## config.mk

```make
export PLATFORM = sky130hd
export DESIGN_NAME = id_ex_stage_register_flat
export DESIGN_NICKNAME = d
export VERILOG_FILES = /design/src/rtl/id_ex_stage_register_if.sv /design/src/rtl/id_ex_stage_register.sv /design/src/flat_wrapper.sv
export SDC_FILE = /design/constraint.sdc
export NUM_CORES = 1
export LEC_CHECK = 0
export CAP_MARGIN = 30
export CORE_UTILIZATION = 37
export CTS_CLUSTER_DIAMETER = 200
export DETAILED_ROUTE_END_ITERATION = 10
export PLACE_DENSITY = 0.79
export SETUP_SLACK_MARGIN = 0.3
export SYNTH_ARGS = -nofsm -noshare
export SYNTH_HDL_FRONTEND = slang
export SYNTH_SLANG_ARGS = --single-unit
```

## constraint.sdc

```tcl
create_clock -name clk -period 2 [get_ports clk]
set_input_delay 0.2 -clock clk [delete_from_list [all_inputs] [get_ports clk]]
set_output_delay 0.2 -clock clk [all_outputs]
set_load 0.01 [all_outputs]
```

## src/rtl/id_ex_stage_register_if.sv

```systemverilog
// ID/EX stage bundle: ID-side operands and control in, EX-side fields,
// stall request and debug counters out. The master drives the ID side and
// pipeline control; the slave is the stage register itself.
interface id_ex_if #(
  parameter int DATA_W     = 32,
  parameter int REG_ADDR_W = 5,
  parameter int CTRL_W     = 8,
  parameter int CNT_W      = 16
);
  // pipeline control
  logic                  enable;
  logic                  flush;
  logic                  cnt_clr;
  // decode stage
  logic                  id_valid;
  logic [REG_ADDR_W-1:0] id_rs1;
  logic [REG_ADDR_W-1:0] id_rs2;
  logic                  id_rs1_used;
  logic                  id_rs2_used;
  logic [REG_ADDR_W-1:0] id_rd;
  logic [CTRL_W-1:0]     id_ctrl;
  logic [DATA_W-1:0]     id_rs1_data;
  logic [DATA_W-1:0]     id_rs2_data;
  logic [DATA_W-1:0]     id_imm;
  logic [DATA_W-1:0]     id_pc;
  // execute stage and status
  logic                  stall;
  logic                  ex_valid;
  logic [REG_ADDR_W-1:0] ex_rs1;
  logic [REG_ADDR_W-1:0] ex_rs2;
  logic [REG_ADDR_W-1:0] ex_rd;
  logic [CTRL_W-1:0]     ex_ctrl;
  logic [DATA_W-1:0]     ex_rs1_data;
  logic [DATA_W-1:0]     ex_rs2_data;
  logic [DATA_W-1:0]     ex_imm;
  logic [DATA_W-1:0]     ex_pc;
  logic [CNT_W-1:0]      stall_cnt;
  logic [CNT_W-1:0]      flush_cnt;

  modport master (
    output enable, flush, cnt_clr,
    output id_valid, id_rs1, id_rs2, id_rs1_used, id_rs2_used, id_rd, id_ctrl,
    output id_rs1_data, id_rs2_data, id_imm, id_pc,
    input  stall, ex_valid, ex_rs1, ex_rs2, ex_rd, ex_ctrl,
    input  ex_rs1_data, ex_rs2_data, ex_imm, ex_pc, stall_cnt, flush_cnt
  );

  modport slave (
    input  enable, flush, cnt_clr,
    input  id_valid, id_rs1, id_rs2, id_rs1_used, id_rs2_used, id_rd, id_ctrl,
    input  id_rs1_data, id_rs2_data, id_imm, id_pc,
    output stall, ex_valid, ex_rs1, ex_rs2, ex_rd, ex_ctrl,
    output ex_rs1_data, ex_rs2_data, ex_imm, ex_pc, stall_cnt, flush_cnt
  );
endinterface

```

## src/rtl/id_ex_stage_register.sv

```systemverilog
// ID/EX pipeline register with load-use hazard detection. A load in EX whose
// destination is read by the instruction in ID causes a one-cycle bubble and a
// combinational stall request; a branch flush squashes ID. Saturating counters
// record how many of each kind of bubble were inserted.
module id_ex_stage_register #(
  parameter int DATA_W     = 32,
  parameter int REG_ADDR_W = 5,
  parameter int CTRL_W     = 8,
  parameter int CNT_W      = 16
) (
  input logic    clk,
  input logic    reset_n,
  id_ex_if.slave bus
);
  localparam int CTRL_MEM_READ = 1;

  logic                  ex_valid_reg;
  logic [REG_ADDR_W-1:0] ex_rs1_reg;
  logic [REG_ADDR_W-1:0] ex_rs2_reg;
  logic [REG_ADDR_W-1:0] ex_rd_reg;
  logic [CTRL_W-1:0]     ex_ctrl_reg;
  logic [DATA_W-1:0]     ex_rs1_data_reg;
  logic [DATA_W-1:0]     ex_rs2_data_reg;
  logic [DATA_W-1:0]     ex_imm_reg;
  logic [DATA_W-1:0]     ex_pc_reg;
  logic [CNT_W-1:0]      stall_cnt_reg;
  logic [CNT_W-1:0]      flush_cnt_reg;

  logic hazard;
  logic bubble;

  // Load in EX writing a nonzero register that the ID instruction actually reads.
  always_comb begin
    hazard = ex_valid_reg && ex_ctrl_reg[CTRL_MEM_READ] && (ex_rd_reg != '0) && bus.id_valid &&
             ((bus.id_rs1_used && (bus.id_rs1 == ex_rd_reg)) ||
              (bus.id_rs2_used && (bus.id_rs2 == ex_rd_reg)));
    bubble = bus.flush || hazard;
  end

  // A flush replaces the held instruction anyway, so no freeze is needed then.
  assign bus.stall = hazard && !bus.flush;

  // Stage register: bubble on flush or hazard, otherwise capture the ID fields.
  always_ff @(posedge clk or negedge reset_n) begin
    if (!reset_n) begin
      ex_valid_reg    <= 1'b0;
      ex_rs1_reg      <= '0;
      ex_rs2_reg      <= '0;
      ex_rd_reg       <= '0;
      ex_ctrl_reg     <= '0;
      ex_rs1_data_reg <= '0;
      ex_rs2_data_reg <= '0;
      ex_imm_reg      <= '0;
      ex_pc_reg       <= '0;
    end else if (bus.enable) begin
      if (bubble) begin
        // zero indices so the forwarding unit can never match a bubble
        ex_valid_reg    <= 1'b0;
        ex_rs1_reg      <= '0;
        ex_rs2_reg      <= '0;
        ex_rd_reg       <= '0;
        ex_ctrl_reg     <= '0;
        ex_rs1_data_reg <= '0;
        ex_rs2_data_reg <= '0;
        ex_imm_reg      <= '0;
        ex_pc_reg       <= '0;
      end else begin
        ex_valid_reg    <= bus.id_valid;
        ex_rs1_reg      <= bus.id_rs1;
        ex_rs2_reg      <= bus.id_rs2;
        ex_rd_reg       <= bus.id_rd;
        ex_ctrl_reg     <= bus.id_ctrl;
        ex_rs1_data_reg <= bus.id_rs1_data;
        ex_rs2_data_reg <= bus.id_rs2_data;
        ex_imm_reg      <= bus.id_imm;
        ex_pc_reg       <= bus.id_pc;
      end
    end
  end

  // Saturating bubble counters; clear works even while the pipeline is held.
  always_ff @(posedge clk or negedge reset_n) begin
    if (!reset_n) begin
      stall_cnt_reg <= '0;
      flush_cnt_reg <= '0;
    end else if (bus.cnt_clr) begin
      stall_cnt_reg <= '0;
      flush_cnt_reg <= '0;
    end else if (bus.enable) begin
      if (bus.flush) begin
        if (flush_cnt_reg != '1) flush_cnt_reg <= flush_cnt_reg + CNT_W'(1);
      end else if (hazard) begin
        if (stall_cnt_reg != '1) stall_cnt_reg <= stall_cnt_reg + CNT_W'(1);
      end
    end
  end

  assign bus.ex_valid    = ex_valid_reg;
  assign bus.ex_rs1      = ex_rs1_reg;
  assign bus.ex_rs2      = ex_rs2_reg;
  assign bus.ex_rd       = ex_rd_reg;
  assign bus.ex_ctrl     = ex_ctrl_reg;
  assign bus.ex_rs1_data = ex_rs1_data_reg;
  assign bus.ex_rs2_data = ex_rs2_data_reg;
  assign bus.ex_imm      = ex_imm_reg;
  assign bus.ex_pc       = ex_pc_reg;
  assign bus.stall_cnt   = stall_cnt_reg;
  assign bus.flush_cnt   = flush_cnt_reg;
endmodule

```

## src/flat_wrapper.sv

```systemverilog
// flat-port wrapper written by rule: the top's interface ports become plain ports
module id_ex_stage_register_flat 
#(
  parameter int DATA_W     = 32,
  parameter int REG_ADDR_W = 5,
  parameter int CTRL_W     = 8,
  parameter int CNT_W      = 16
)
  (clk, reset_n, bus_enable, bus_flush, bus_cnt_clr, bus_id_valid, bus_id_rs1, bus_id_rs2, bus_id_rs1_used, bus_id_rs2_used, bus_id_rd, bus_id_ctrl, bus_id_rs1_data, bus_id_rs2_data, bus_id_imm, bus_id_pc, bus_stall, bus_ex_valid, bus_ex_rs1, bus_ex_rs2, bus_ex_rd, bus_ex_ctrl, bus_ex_rs1_data, bus_ex_rs2_data, bus_ex_imm, bus_ex_pc, bus_stall_cnt, bus_flush_cnt);
  id_ex_if #(.DATA_W(DATA_W), .REG_ADDR_W(REG_ADDR_W), .CTRL_W(CTRL_W), .CNT_W(CNT_W)) bus_i ();
  input logic clk;
  input logic reset_n;
  input wire logic [$bits(bus_i.enable)-1:0] bus_enable;
  input wire logic [$bits(bus_i.flush)-1:0] bus_flush;
  input wire logic [$bits(bus_i.cnt_clr)-1:0] bus_cnt_clr;
  input wire logic [$bits(bus_i.id_valid)-1:0] bus_id_valid;
  input wire logic [$bits(bus_i.id_rs1)-1:0] bus_id_rs1;
  input wire logic [$bits(bus_i.id_rs2)-1:0] bus_id_rs2;
  input wire logic [$bits(bus_i.id_rs1_used)-1:0] bus_id_rs1_used;
  input wire logic [$bits(bus_i.id_rs2_used)-1:0] bus_id_rs2_used;
  input wire logic [$bits(bus_i.id_rd)-1:0] bus_id_rd;
  input wire logic [$bits(bus_i.id_ctrl)-1:0] bus_id_ctrl;
  input wire logic [$bits(bus_i.id_rs1_data)-1:0] bus_id_rs1_data;
  input wire logic [$bits(bus_i.id_rs2_data)-1:0] bus_id_rs2_data;
  input wire logic [$bits(bus_i.id_imm)-1:0] bus_id_imm;
  input wire logic [$bits(bus_i.id_pc)-1:0] bus_id_pc;
  output wire logic [$bits(bus_i.stall)-1:0] bus_stall;
  output wire logic [$bits(bus_i.ex_valid)-1:0] bus_ex_valid;
  output wire logic [$bits(bus_i.ex_rs1)-1:0] bus_ex_rs1;
  output wire logic [$bits(bus_i.ex_rs2)-1:0] bus_ex_rs2;
  output wire logic [$bits(bus_i.ex_rd)-1:0] bus_ex_rd;
  output wire logic [$bits(bus_i.ex_ctrl)-1:0] bus_ex_ctrl;
  output wire logic [$bits(bus_i.ex_rs1_data)-1:0] bus_ex_rs1_data;
  output wire logic [$bits(bus_i.ex_rs2_data)-1:0] bus_ex_rs2_data;
  output wire logic [$bits(bus_i.ex_imm)-1:0] bus_ex_imm;
  output wire logic [$bits(bus_i.ex_pc)-1:0] bus_ex_pc;
  output wire logic [$bits(bus_i.stall_cnt)-1:0] bus_stall_cnt;
  output wire logic [$bits(bus_i.flush_cnt)-1:0] bus_flush_cnt;
  assign bus_i.enable = bus_enable;
  assign bus_i.flush = bus_flush;
  assign bus_i.cnt_clr = bus_cnt_clr;
  assign bus_i.id_valid = bus_id_valid;
  assign bus_i.id_rs1 = bus_id_rs1;
  assign bus_i.id_rs2 = bus_id_rs2;
  assign bus_i.id_rs1_used = bus_id_rs1_used;
  assign bus_i.id_rs2_used = bus_id_rs2_used;
  assign bus_i.id_rd = bus_id_rd;
  assign bus_i.id_ctrl = bus_id_ctrl;
  assign bus_i.id_rs1_data = bus_id_rs1_data;
  assign bus_i.id_rs2_data = bus_id_rs2_data;
  assign bus_i.id_imm = bus_id_imm;
  assign bus_i.id_pc = bus_id_pc;
  assign bus_stall = bus_i.stall;
  assign bus_ex_valid = bus_i.ex_valid;
  assign bus_ex_rs1 = bus_i.ex_rs1;
  assign bus_ex_rs2 = bus_i.ex_rs2;
  assign bus_ex_rd = bus_i.ex_rd;
  assign bus_ex_ctrl = bus_i.ex_ctrl;
  assign bus_ex_rs1_data = bus_i.ex_rs1_data;
  assign bus_ex_rs2_data = bus_i.ex_rs2_data;
  assign bus_ex_imm = bus_i.ex_imm;
  assign bus_ex_pc = bus_i.ex_pc;
  assign bus_stall_cnt = bus_i.stall_cnt;
  assign bus_flush_cnt = bus_i.flush_cnt;
  id_ex_stage_register #(.DATA_W(DATA_W), .REG_ADDR_W(REG_ADDR_W), .CTRL_W(CTRL_W), .CNT_W(CNT_W)) u_core (.clk(clk), .reset_n(reset_n), .bus(bus_i));
endmodule
```

Word level (Yosys, flattened, before mapping)

Index checks and enable logic that the tools add are counted.
Widths: inputs -> output; s select.

Register bits after elaboration: 184
Input bits: 159
Output and inout port bits: 185
Logic and storage cells: 54

Add/subtract/negate cells: 2
Equality and inequality tests: 5
Mux-type cells: 18
Reductions and logical operators: 18

Operators by type and width:

| cell                  | count |
|---|---|
| $mux 16               | 9 |
| $mux 32               | 4 |
| $add 16x1->16 const B | 2 |
| $ne 16x16->1 const B  | 2 |
| $mux 5                | 3 |
| $eq 5x5->1            | 2 |
| $reduce_bool 2->1     | 5 |
| $mux 8                | 1 |
| $logic_and 1x1->1     | 7 |
| $reduce_bool 5->1     | 1 |
| $reduce_and 4->1      | 1 |
| $reduce_and 3->1      | 1 |
| $logic_or 1x1->1      | 2 |
| $ne 2x1->1 const B    | 1 |
| $logic_not 1->1       | 1 |
| $mux 1                | 1 |

Longest topological paths before layout

Depth after elaboration: 8
Depth in mapped cells: 8

Least setup slack after synthesis

Ideal clock, no wire load.

Path kind: register -> register
From: register u_core.ex_rd_reg[3] (netlist: u_core.bus.ex_rd[3])
To: register u_core.stall_cnt_reg[13] (netlist: u_core.bus.stall_cnt[13])
Data arrival time: 1.843 ns
Path slack: 0.033 ns
Stages on the path, launching flop included: 7
Buffers on the path: 1
Clock period less this slack: 1.967 ns
Cells stage by stage: dfrtp_1 xor2_1 nor4_1 a32oi_1 buf_2 nor4_1 mux2_2

Longest elaborated chain between the ends: 6
Elaborated cells on any way between the ends: 11
Classes of those cells: eq/ne (2); reduce/logical (9)

RTL lines:

| what                                                         | RTL line                                                                           | text |
|---|---|---|
| start: declaration                                           | id_ex_stage_register.sv:20                                                         | `logic [REG_ADDR_W-1:0] ex_rd_reg;` |
| start signal: assignment                                     | id_ex_stage_register.sv:71                                                         | `ex_rd_reg <= bus.id_rd;` |
| $eq 5x5->1 (tied with other cells)                           | id_ex_stage_register.sv:35                                                         | `((bus.id_rs1_used && (bus.id_rs1 == ex_rd_reg)) \|\|` |
| $logic_and 1x1->1 (on tied branches)                         | id_ex_stage_register.sv:35, id_ex_stage_register.sv:34, id_ex_stage_register.sv:36 |  |
| $logic_or 1x1->1 / $logic_and 1x1->1 (equally long branches) | id_ex_stage_register.sv:35, id_ex_stage_register.sv:34                             |  |
| $logic_and 1x1->1 (*)                                        | id_ex_stage_register.sv:34                                                         | `hazard = ex_valid_reg && ex_ctrl_reg[CTRL_MEM_READ] && (ex_rd_reg != '0) && bus.id_valid &&` |
| $reduce_bool 2->1 (no source line) (*)                       | --                                                                                 |  |
| $reduce_and 4->1 (no source line) (*)                        | --                                                                                 |  |
| end signal: assignment                                       | id_ex_stage_register.sv:93                                                         | `if (stall_cnt_reg != '1) stall_cnt_reg <= stall_cnt_reg + CNT_W'(1);` |
| end: declaration                                             | id_ex_stage_register.sv:26                                                         | `logic [CNT_W-1:0] stall_cnt_reg;` |

Mark *: on every way between the ends. The rest lies on a longest branch, timed or not.
A chain may end at the register's enable or synchronous reset.

Worst setup path in the final report

From: register u_core.ex_rd_reg[1] (netlist: u_core.bus.ex_rd[1])
To: register u_core.ex_pc_reg[28] (netlist: u_core.bus.ex_pc[28])

Longest elaborated chain between the ends: 6
Elaborated cells on any way between the ends: 11
Classes of those cells: eq/ne (2); mux (1); reduce/logical (8)

RTL lines:

| what                                                         | RTL line                                                                           | text |
|---|---|---|
| $eq 5x5->1 (tied with other cells)                           | id_ex_stage_register.sv:35                                                         |  |
| $logic_and 1x1->1 (on tied branches)                         | id_ex_stage_register.sv:35, id_ex_stage_register.sv:34, id_ex_stage_register.sv:36 |  |
| $logic_or 1x1->1 / $logic_and 1x1->1 (equally long branches) | id_ex_stage_register.sv:35, id_ex_stage_register.sv:34                             |  |
| $logic_and 1x1->1 (*)                                        | id_ex_stage_register.sv:34                                                         |  |
| $logic_or 1x1->1 (*)                                         | id_ex_stage_register.sv:37                                                         | `bubble = bus.flush \|\| hazard;` |
| $mux 32 (*)                                                  | id_ex_stage_register.sv:56                                                         | `if (bubble) begin` |
| end signal: assignment                                       | id_ex_stage_register.sv:76                                                         | `ex_pc_reg <= bus.id_pc;` |
| end: declaration                                             | id_ex_stage_register.sv:25                                                         | `logic [DATA_W-1:0] ex_pc_reg;` |

Marked as above.

==> results.ini <==
[critical_path]
r2r.worst_path.cells=8
timing.critical_path.fanout_max=7
worstSetupEndpoint=u_core.bus.ex_pc[28]
setup.worst_path.class=reg -> reg
cp-end-kind=register
timing.rr.start=u_core.bus.ex_rd[1]
critical_path.startpoint_type=register
worst_ep_arrival_time_ns=2.48
critPathRequiredTime_ns=2.36
setup.worst_path.start=u_core.bus.ex_rd[1]
r2r-end=u_core.bus.ex_pc[28]
r2r_slack_ns=-0.12

[cells_and_area]
antenna-diode-count=0
final_design_area_no_fill_um2=12800
synthToLayoutAreaGrowth_pct=75.4
seqCellArea_um2=4620
area_of_the_multi_input_gates_um2=2840
layout_filler_cell_count=1389
finalCoreUtilization_pct=67.3
final_cell_count_no_fill=1225
layout-drive-gt1-share_pct=18.9
final_common_cell=clkdlybuf4s50_1
layout_common_cells=clkdlybuf4s50_1, dfrtp_1, a22o_1, buf_4, clkbuf_16
design.final.nets=1114

[route]
highest_layer=met4
wirelength_met1_mm=10.3
vias=6539
initialDrtViolationCount=257
route.met2.wl_mm=13.1
drt_pass1_iterations=4
drt_drc_violations_left=0
vias_per_cell=5.34
routed_wire_length_on_met3_mm=1.78
final_antenna_net_count=0
drt-total-wl_mm=25.9
drt-wirelength-per-cell_um=21.1

[clock_tree]
cts_tree=done
cts_htree_levels=4
cts_buffer_depth=2
clk_latency_ns=0.43
clkSlewWorstSetupHoldPaths_ns=0.07
clock_sink_count=184
tritoncts.num_buffers=17
clockRootBuffer=clkbuf_16

[floorplanning]
die_width_um=142
core_area_um2=19000
initial_core_util_pct=38.4
ios=344
placementRows=50
die_h_um=142
floorplan.die_area_um2=20200

[synth]
synth.ff_latch_count=184
async_reset_ff_share_pct=100
number_of_synthesized_flops_with_an_enable_pin=0
synth_top_area_share_pct=63.3
yosysUniqueCellTypes=39
synth_cells=558
synth.avg_cell_area_um2=13.0
synth-seq-area-share_pct=63.3
synthesized_nets=719
synth.top_cells.by_area=dfrtp_1, a22o_1, xor2_1
synth.cell_area_um2=7270
synth_flop_cell=dfrtp_1
synthesis.yosys.warnings=0
synth.largest_area_cell=dfrtp_1

[sta]
grt_setup_unrepaired=true
maxClockFrequency_mhz=472
slew_headroom_pct=64.1
worstMarginPinSlew_ns=0.538
finalSetupViolCount=169
skew_ns=0.0108
count_of_final_max_slew_check_failures=0
post_layout_worst_setup_margin_ns=-0.119
layout_min_cycle_time_ns=2.12
hold_viol_final=0
fin_worst_hold_slack_ns=0.311
totalNegativeSetupSlack_ns=-13.37
final_cycle_utilization_of_the_critical_path_pct=106

[global_routing]
grt_pass1_wl_mm=34.8
grt_max_degree=88
global_routing_usage_summed_across_all_routing_layers_pct=22.4
grt_overflow=0
grt_antenna_before_repair=0
number_of_global_route_vias_before_repair=6277

[worst_hold_path]
holdCritPathClass=in -> async

[place]
numPortBuffers=343
place_congestion=0.785
placed_area_um2=11300
place_hpwl_mm=16.4
placedCellCount=1159

[run_status]
outcome=finished with violations
violated_checks=negative setup slack

[power_and_ir_drop]
power.ir.vdd_worst_mv=0.526
static-leakage-power_nw=5.64
power_density_over_the_cells_nw_per_um2=709

[job]
drv_cap=0

synth_stat cells (4+ instances only):
cell      count
or3_1         6
xor2_1       13
nand3_1      10
buf_2        18
nor3_1        4
dfrtp_1     184
nor4_1        5
mux2_2        5
a22o_1      152
or4_1        14
clkbuf_1     22
nand2_1      13
nor2_1       16
a21oi_1      20
and2_1        4
o21ai_0       8
o31ai_1      11
nor2b_1       6
and3_1        5
and4_1        6
nand4_1      11
report_power, final:
| group | internal, mW | switching, mW | total, mW |
|---|---|---|---|
| logic | 1.02 | 0.669 | 1.69 |
| clock network | 1.64 | 1.59 | 3.24 |
| registers | 3.96 | 0.151 | 4.11 |
metal layers:
layer / vias up / GRT usage (%)
li1: 2943 / -
met1: 3267 / 27.6
met2: 285 / 37.8
met3: 44 / 5.59
met4: 0 / 8.72
met5: - / 0
final cells by class:
class,count,share of cell area (%)
sequential,184,36.2
clock buffer,17,3.33
inverter,2,0.108
tap,260,2.55
multi-input combinational,330,22.2
timing repair buffer,418,34.5
clock inverter,14,1.10
per-stage QoR:
stage / setup slack [ns] / total power [mW]
global route: -0.172 / 9.37
floorplan: 0.149 / 4.66
global placement: -0.508 / 5.69
finish: -0.119 / 9.04
CTS: -0.179 / 8.97
detailed placement: -0.503 / 5.71
cells by family after synthesis:
group,share of synthesized area (%)
xor+xnor,1.93
mux,1.07
compound gates,22.1
simple gates,8.28
fa+ha+maj,0.344
flops,63.3
buf+inv,3.01
worst min path at each step:
stage	from	endpoint	slack (ns)
3_5_place_dp	reset_n	u_core.bus.flush_cnt[10]	0.20
4_1_cts	reset_n	u_core.bus.flush_cnt[10]	0.31
2_1_floorplan	reset_n	u_core.bus.ex_ctrl[0]	-0.1
3_3_place_gp	reset_n	u_core.bus.flush_cnt[10]	0.20
5_1_grt	reset_n	u_core.bus.flush_cnt[10]	0.34
6_report	reset_n	u_core.bus.flush_cnt[10]	0.31
critical path: stages (launching register included):
cell       delay [ns]
dfrtp_2          0.44
buf_4            0.16
xnor2_1          0.12
and2_1           0.18
a32oi_2          0.29
buf_6            0.22
o21a_4           0.31
clkbuf_16        0.20
a22o_1           0.12
repair_timing:
action | CTS | global route
resized for setup | 37 | 75
pin swaps | 14 | 31
setup buffers | 2 | 13
cloned | 0 | 19
hold endpoints to repair | 46 | 0
endpoints found under the setup margin | 185 | 195
hold buffers | 1 | 0
(Power assumes the default switching activity.)
